[config.mk]
export PLATFORM = sky130hd
export DESIGN_NAME = pipe_stage_buf
export DESIGN_NICKNAME = d
export VERILOG_FILES = /design/src/rtl/pipe_pkg.sv /design/src/rtl/pipe_slot.sv /design/src/rtl/pipe_stage_buf.sv
export SDC_FILE = /design/constraint.sdc
export NUM_CORES = 1
export LEC_CHECK = 0
export ABC_AREA = 1
export CAP_MARGIN = 5
export CORE_MARGIN = 5
export CORE_UTILIZATION = 54
export CTS_CLUSTER_DIAMETER = 150
export DETAILED_ROUTE_END_ITERATION = 10
export HOLD_SLACK_MARGIN = 0.05
export PLACE_DENSITY = 0.87
export SLEW_MARGIN = 20
export SYNTH_ARGS = -nofsm -noshare
export SYNTH_HDL_FRONTEND = slang
export SYNTH_HIERARCHICAL = 1
export SYNTH_SLANG_ARGS = --single-unit
export TNS_END_PERCENT = 50
[constraint.sdc]
create_clock -name clk -period 2.7 [get_ports clk]
set_input_delay 0.81 -clock clk [delete_from_list [all_inputs] [get_ports clk]]
set_output_delay 0.81 -clock clk [all_outputs]
set_load 0.02 [all_outputs]
[src/rtl/pipe_pkg.sv]
// Shared definitions for the core's inter-stage pipeline buffers.
// Default field widths and the register-writeback bundle layout.
package pipe_pkg;

    localparam logic [31:0] NOP_INSTR = 32'h0000_0000;

    localparam int DEF_PC_W    = 32;
    localparam int DEF_INSTR_W = 32;
    localparam int DEF_DATA_W  = 32;
    localparam int DEF_ADDR_W  = 5;

    typedef struct packed {
        logic                  we;
        logic [DEF_ADDR_W-1:0] waddr;
        logic [DEF_DATA_W-1:0] wdata;
    } wb_bundle_t;

endpackage

[src/rtl/pipe_slot.sv]
// One buffer entry: a valid bit plus a payload register.
// Clear (reset or flush) zeroes the payload; drop only invalidates it.
module pipe_slot
    import pipe_pkg::*;
#(
    parameter int W = 8
) (
    input  logic         clk,
    input  logic         reset,
    input  logic         i_clr,
    input  logic         i_load,
    input  logic         i_drop,
    input  logic [W-1:0] i_d,
    output logic         o_v,
    output logic [W-1:0] o_d
);

    logic         r_v;
    logic [W-1:0] r_d;

    always_ff @(posedge clk) begin
        if (reset || i_clr) begin
            r_v <= 1'b0;
            r_d <= '0;
        end else if (i_load) begin
            r_v <= 1'b1;
            r_d <= i_d;
        end else if (i_drop) begin
            r_v <= 1'b0;
        end
    end

    assign o_v = r_v;
    assign o_d = r_d;

endmodule

[src/rtl/pipe_stage_buf.sv]
// Valid/ready pipeline buffer between core stages with flush, optional skid
// entry (registered in_ready) and a saturating stall counter.
module pipe_stage_buf
    import pipe_pkg::*;
#(
    parameter int PC_W    = DEF_PC_W,
    parameter int INSTR_W = DEF_INSTR_W,
    parameter int DATA_W  = DEF_DATA_W,
    parameter int ADDR_W  = DEF_ADDR_W,
    parameter bit SKID    = 1'b1,
    parameter int CNT_W   = 16
) (
    input  logic               clk,
    input  logic               reset,
    input  logic               flush,
    input  logic               in_valid,
    output logic               in_ready,
    input  logic [INSTR_W-1:0] in_instr,
    input  logic [PC_W-1:0]    in_pc,
    input  logic               in_we,
    input  logic [ADDR_W-1:0]  in_waddr,
    input  logic [DATA_W-1:0]  in_wdata,
    output logic               out_valid,
    input  logic               out_ready,
    output logic [INSTR_W-1:0] out_instr,
    output logic [PC_W-1:0]    out_pc,
    output logic               out_we,
    output logic [ADDR_W-1:0]  out_waddr,
    output logic [DATA_W-1:0]  out_wdata,
    output logic [CNT_W-1:0]   stall_cnt
);

    localparam int PW = INSTR_W + PC_W + 1 + ADDR_W + DATA_W;

    logic          w_m_v, w_s_v, w_acc, w_pop, w_in_ready;
    logic          w_m_load, w_m_drop, w_m_we;
    logic [PW-1:0] w_in_d, w_m_d, w_s_d, w_m_nxt;
    logic [CNT_W-1:0] r_stall;

    assign w_in_d = {in_instr, in_pc, in_we, in_waddr, in_wdata};
    assign w_acc  = in_valid & w_in_ready;
    assign w_pop  = w_m_v & out_ready;

    // M refills from S when S holds the next entry, otherwise from the input.
    assign w_m_load = (w_acc & (~w_m_v | w_pop)) | (w_pop & w_s_v);
    assign w_m_drop = w_pop & ~w_s_v & ~w_acc;
    assign w_m_nxt  = w_s_v ? w_s_d : w_in_d;

    pipe_slot #(.W(PW)) u_m (
        .clk    (clk),
        .reset  (reset),
        .i_clr  (flush),
        .i_load (w_m_load),
        .i_drop (w_m_drop),
        .i_d    (w_m_nxt),
        .o_v    (w_m_v),
        .o_d    (w_m_d)
    );

    generate
        if (SKID) begin : g_skid
            // Accepts only while M is stalled; S.v alone gates in_ready.
            pipe_slot #(.W(PW)) u_s (
                .clk    (clk),
                .reset  (reset),
                .i_clr  (flush),
                .i_load (w_m_v & ~w_pop & w_acc),
                .i_drop (w_pop),
                .i_d    (w_in_d),
                .o_v    (w_s_v),
                .o_d    (w_s_d)
            );
            assign w_in_ready = ~w_s_v;
        end else begin : g_noskid
            assign w_s_v      = 1'b0;
            assign w_s_d      = '0;
            assign w_in_ready = ~w_m_v | out_ready;
        end
    endgenerate

    always_ff @(posedge clk) begin
        if (reset) begin
            r_stall <= '0;
        end else if (!flush && w_m_v && !out_ready && (r_stall != {CNT_W{1'b1}})) begin
            r_stall <= r_stall + 1'b1;
        end
    end

    assign {out_instr, out_pc, w_m_we, out_waddr, out_wdata} = w_m_d;
    assign out_we    = w_m_we & w_m_v;
    assign out_valid = w_m_v;
    assign in_ready  = w_in_ready;
    assign stall_cnt = r_stall;

endmodule
# == Word level (Yosys, flattened, before mapping) ==
# Cells that the tools add are included.
# op_classes
muxes,5
reduce_logical,8
n_addsub,1
n_eq_ne,1
bitwise_logic,15
# op_table
cell,n
2-to-1 mux 102 bit,1
adder 16 x 1 -> 16 bit (second input constant),1
!= test 16 bit (second input constant),1
bitwise AND 1 bit,9
2-to-1 mux 1 bit,4
inverter 1 bit,4
nonzero test 2 bit,2
logical AND 1 bit,3
logical NOT 1 bit,2
bitwise OR 1 bit,2
logical OR 1 bit,1
# word_totals
ff_bits,222
in_bits,107
output_inout_bits,120
wordCells,35

# == Depth between registers and ports, before layout ==
# depth
ltp_word,6
ltp_mapped,10
ltp_nobuf,9

# == Modules after synthesis ==
# The synthesis kept the hierarchy.
# by_module_without_submodules
module,cells_each,area_each_um2,seq_area_each_um2,n_inst
pipe_slot,449,3550.9,2062.0,2
pipe_stage_buf,492,2269.7,320.3,1

# == Worst setup path before layout ==
# No wires, ideal clock.
# synth_timing
path_type,input -> register
startpoint,input out_ready
endpoint,register u_m.r_d[20] (netlist: u_m/o_d[20])
setup_slack_ns,0.889
path_buffers,2
arrival_ns,1.679
setup_ns,0.132
stages,7
path_cell_list,nand2_1 -> o21ai_0 -> inv_2 -> buf_4 -> buf_2 -> nand2_1 -> a21oi_1
# synth_between
elab_chain_len,4
elab_cells_between_ends,5
classes_between,5 x bitwise
# synth_lines
element,line,text
"start, declared",pipe_stage_buf.sv:24,"input logic out_ready,"
bitwise AND 1 bit *,pipe_stage_buf.sv:42,assign w_pop = w_m_v & out_ready;
bitwise OR 1 bit,pipe_stage_buf.sv:45,assign w_m_load = (w_acc & (~w_m_v | w_pop)) | (w_pop & w_s_v);
bitwise AND 1 bit,pipe_stage_buf.sv:45,
bitwise OR 1 bit *,pipe_stage_buf.sv:45,
named net w_m_load,pipe_stage_buf.sv:36,"logic w_m_load, w_m_drop, w_m_we;"
"end signal, assigned",pipe_slot.sv:27,r_d <= i_d;
"end, declared",pipe_slot.sv:19,logic [W-1:0] r_d;
# Mark *: on every way through the listed nets, which the timed path passes. The rest lies on a longest branch.
# A chain may end at the register's enable or synchronous reset.

# == Final worst setup path ==
# layout_timing
startpoint,register g_skid.u_s.r_v (netlist: g_skid.u_s/o_v)
endpoint,output in_ready
# layout_between
elab_chain_len,1
# layout_lines
element,line,text
"start, declared",pipe_slot.sv:18,logic r_v;
"start signal, assigned",pipe_slot.sv:23,r_v <= 1'b0;
"start signal, assigned",pipe_slot.sv:26,r_v <= 1'b1;
"start signal, assigned",pipe_slot.sv:29,r_v <= 1'b0;
inverter 1 bit,pipe_stage_buf.sv:73,assign w_in_ready = ~w_s_v;
"end, declared",pipe_stage_buf.sv:17,"output logic in_ready,"
# No other way between the ends.

==> impl_results.md <==
* Power share of the combinational group at between 10% and 20%
* Switching part of the total at a little under a quarter
* Clock root cell: clkbuf_16
* Worst path required time at 1890 ps
* Vias per std cell at approximately 5.2
* Core Box Area at roughly 17,000 um^2
* CP startpoint kind: register
* Top cells by area, synth: dfxtp_1 (47%), nand2_1 (31%), a21oi_1 (11%), buf_2 (2.3%), buf_4 (1.6%)
* Area delta synth->final at 34.0%
* Final setup vio count at 0
* Number of remaining DRC errors at 0
* Final ANT Viol Nets at 0
* Post-CTS Resized at 0
* Prevailing post-synth register cell: dfxtp_1
* Port Buf Inserts at between 200 and 250
* VDD IR-drop max at 0.000527 V
* Die area at roughly 20,000 um^2
* RePlAce Congestion at 0.843
* Synth warnings at 6
* Cell variety after synth at 21
* Mapped Area at 9370 um^2
* Worst Setup Path Type: reg -> out
* DPL Wire Length at 16,700 um
* Final period util at approximately 90%
* Finished Cell Area at approximately 13,000 um^2
* Fillers at between 1,000 and 1,500
* Area leader, netlist: dfxtp_1
* Internal power at approximately 0.0057 W
* CP delay by family, top: buffers and inverters
* Setup bufs post-CTS at 0
* Leak at around 4.8 nW
* Wirelength, routed at between 20,000 and 30,000 um
* Seq/Total Area, Yosys at a little under half
* Hold buffer count at CTS at 0
* Power Total at 0.00737 W
* Reg power frac at a little under half
* Antenna violations before repair at 0
* Largest net degree at the start of global routing at roughly 110
* H-tree lvl count at 1
* IO Count at approximately 230
* Mapped Avg Cell Area at 6.74 um^2
* Crit path cell chain: clkinv_2 > clkdlybuf4s50_1
* Final Skew at 7.00 ps
* Util after Layout at between 70% and 80%
* Mapped Nets at approximately 1,500
* Multi-input combinational cell area at 4390 um^2
* Post-synth ARST share at 0%
* Placement Cell Area at ~12,000 um^2
* WL/cell at about 15 um
* Highest Clock Rate at approximately 0.41 GHz
* Synthesized flop and latch total at around 220
* Crit-path max cell delay at slightly below 700 ps
* First-pass GRT wire length at ~43,000 um
* Critical path arrival at around 1600 ps
* Final Max Tran Viols at 0
* Crit Path Max Fanout at 5
* Storage cell area at around 4400 um^2
* DR vias at ~9,400
* Antenna fix cells at 0
* Max-cap violations at 0
* Final setup TNS at 0 ps
* Slew @ Worst Pin at approximately 600 ps
* Nets at about 1,700
* Slew Limit Headroom at 59.7%
* Clk sink count at ~220
* Grt ovf at 0
* First-pass detailed-route iteration total at 7
* Final Hold Fails at 0
* DRT iter0 DRCs at between 600 and 700
* Initial Util at 54.6%
* Vias in the first global route at ~8,800
* Max clock buf depth at 3
* Post-synth top cells: nand2_1 (764), dfxtp_1 (222), a21oi_1 (214), buf_2 (43), nor2_1 (37)
* CTS tree: built
* Height of the die at 142 um
* Hold WS at ~460 ps
* GRT Overall Usage at ~25%
* Rows at 48
* Tmin final at ~2400 ps
* Synth Instances at ~1,400
* Count leader, synth: nand2_1
* CTS clock-pin slew for the worst setup and hold paths at ~60 ps
* RSZ-0062 raised after global routing: no
* Worst min-delay path category: reg -> reg
* CTS buffer count at 23
* CP max stage cell: clkdlybuf4s50_1
* Post-synth EDFFs at 0
* Worst path bufs/invs at 2
* Pwr dens at 587 nW/um^2
* Nature of the critical path endpoint: output pin
* Top-area cell type share of the netlist area at roughly 47%
* Switching pwr at roughly 0.0017 W
* Clk pwr share at ~44%
* Worst-Skew Late Latency at between 400 and 500 ps
* Die X at about 140 um
* Share of cells above drive strength 1 at about 5%
* Status: finished clean
==> worst paths after layout <==
kind	start	to	slack, ps	cells past startpoint
worst max-delay path	g_skid.u_s/o_v	in_ready	270	2
worst min-delay path	u_m/o_d[75]	u_m/o_d[75]	460	2
worst max register to register	g_skid.u_s/o_v	u_m/o_d[0]	560	7
worst min register to register	u_m/o_d[75]	u_m/o_d[75]	460	2
==> placed cells by master (no fill, tap or decap), types with 2 or more instances in the layout <==
cell / instances
clkinv_2: 6
nand3_2: 3
inv_1: 20
clkbuf_8: 6
clkbuf_1: 5
buf_4: 7
nand2_2: 4
nand2_4: 2
nand3_1: 16
nor2_2: 2
dfxtp_1: 221
a21oi_1: 214
clkbuf_16: 23
nand2_1: 762
nor2_1: 36
buf_12: 12
nor2_4: 8
clkdlybuf4s50_1: 226
bufinv_16: 3
==> metal layers <==
layer	up-vias	track usage (%)	part of all wire (%)
met5	-	0	0
met4	0	6.92	2.1
met3	44	5.53	8.8
met2	373	42.7	48
met1	4325	32.5	41
li1	4687	-	-
==> area by class of cell <==
| class | count | share of cell area (%) |
|---|---|---|
| timing repair buffer | 245 | 20.4 |
| clock inverter | 6 | 0.837 |
| inverter | 24 | 0.748 |
| multi-input combinational | 1053 | 35.0 |
| tap | 225 | 2.24 |
| sequential | 222 | 35.4 |
| clock buffer | 34 | 5.39 |
==> flip-flops by register name, summed over array words and instances (netlist names) <==
register        cells
g_skid.u_s/o_d    102
u_m/o_d           102
stall_cnt          16
g_skid.u_s/o_v      1
u_m/o_v             1
==> power groups by stage <==
stage               combinational [W]  sequential [W]  clock, W
CTS                          0.000735         0.00337   0.00331
global route                 0.000798         0.00337   0.00346
finish                       0.000738         0.00337   0.00326
floorplan                    0.000293         0.00350         0
detailed placement           0.000729         0.00344         0
global placement             0.000719         0.00344         0
==> through the flow <==
stage               setup WS (ps)  instances
global route                  209       1809
global placement              291       1768
CTS                           248       1808
finish                        265       1809
floorplan                     889       1390
detailed placement            229       1768
==> kinds of logic (layout without fill, tap and decap cells) <==
family	after synthesis	after routing	share of synthesized area, %
AND/OR/NAND/NOR	836	836	34.8
flip-flops	222	222	47.4
AO/OA/AOI/OAI	216	216	11.5
buffers and inverters	115	309	6.06
adder cells (fa/ha/maj)	1	1	0.133
==> worst register-to-register path: cells and delay by family, from the launching register on <==
kind	cells	cell delay [ps]
AO/OA/AOI/OAI	1	190
buffers and inverters	3	1200
flip-flops	1	340
AND/OR/NAND/NOR	3	340
No activity file was read; power rests on OpenSTA's default activity.
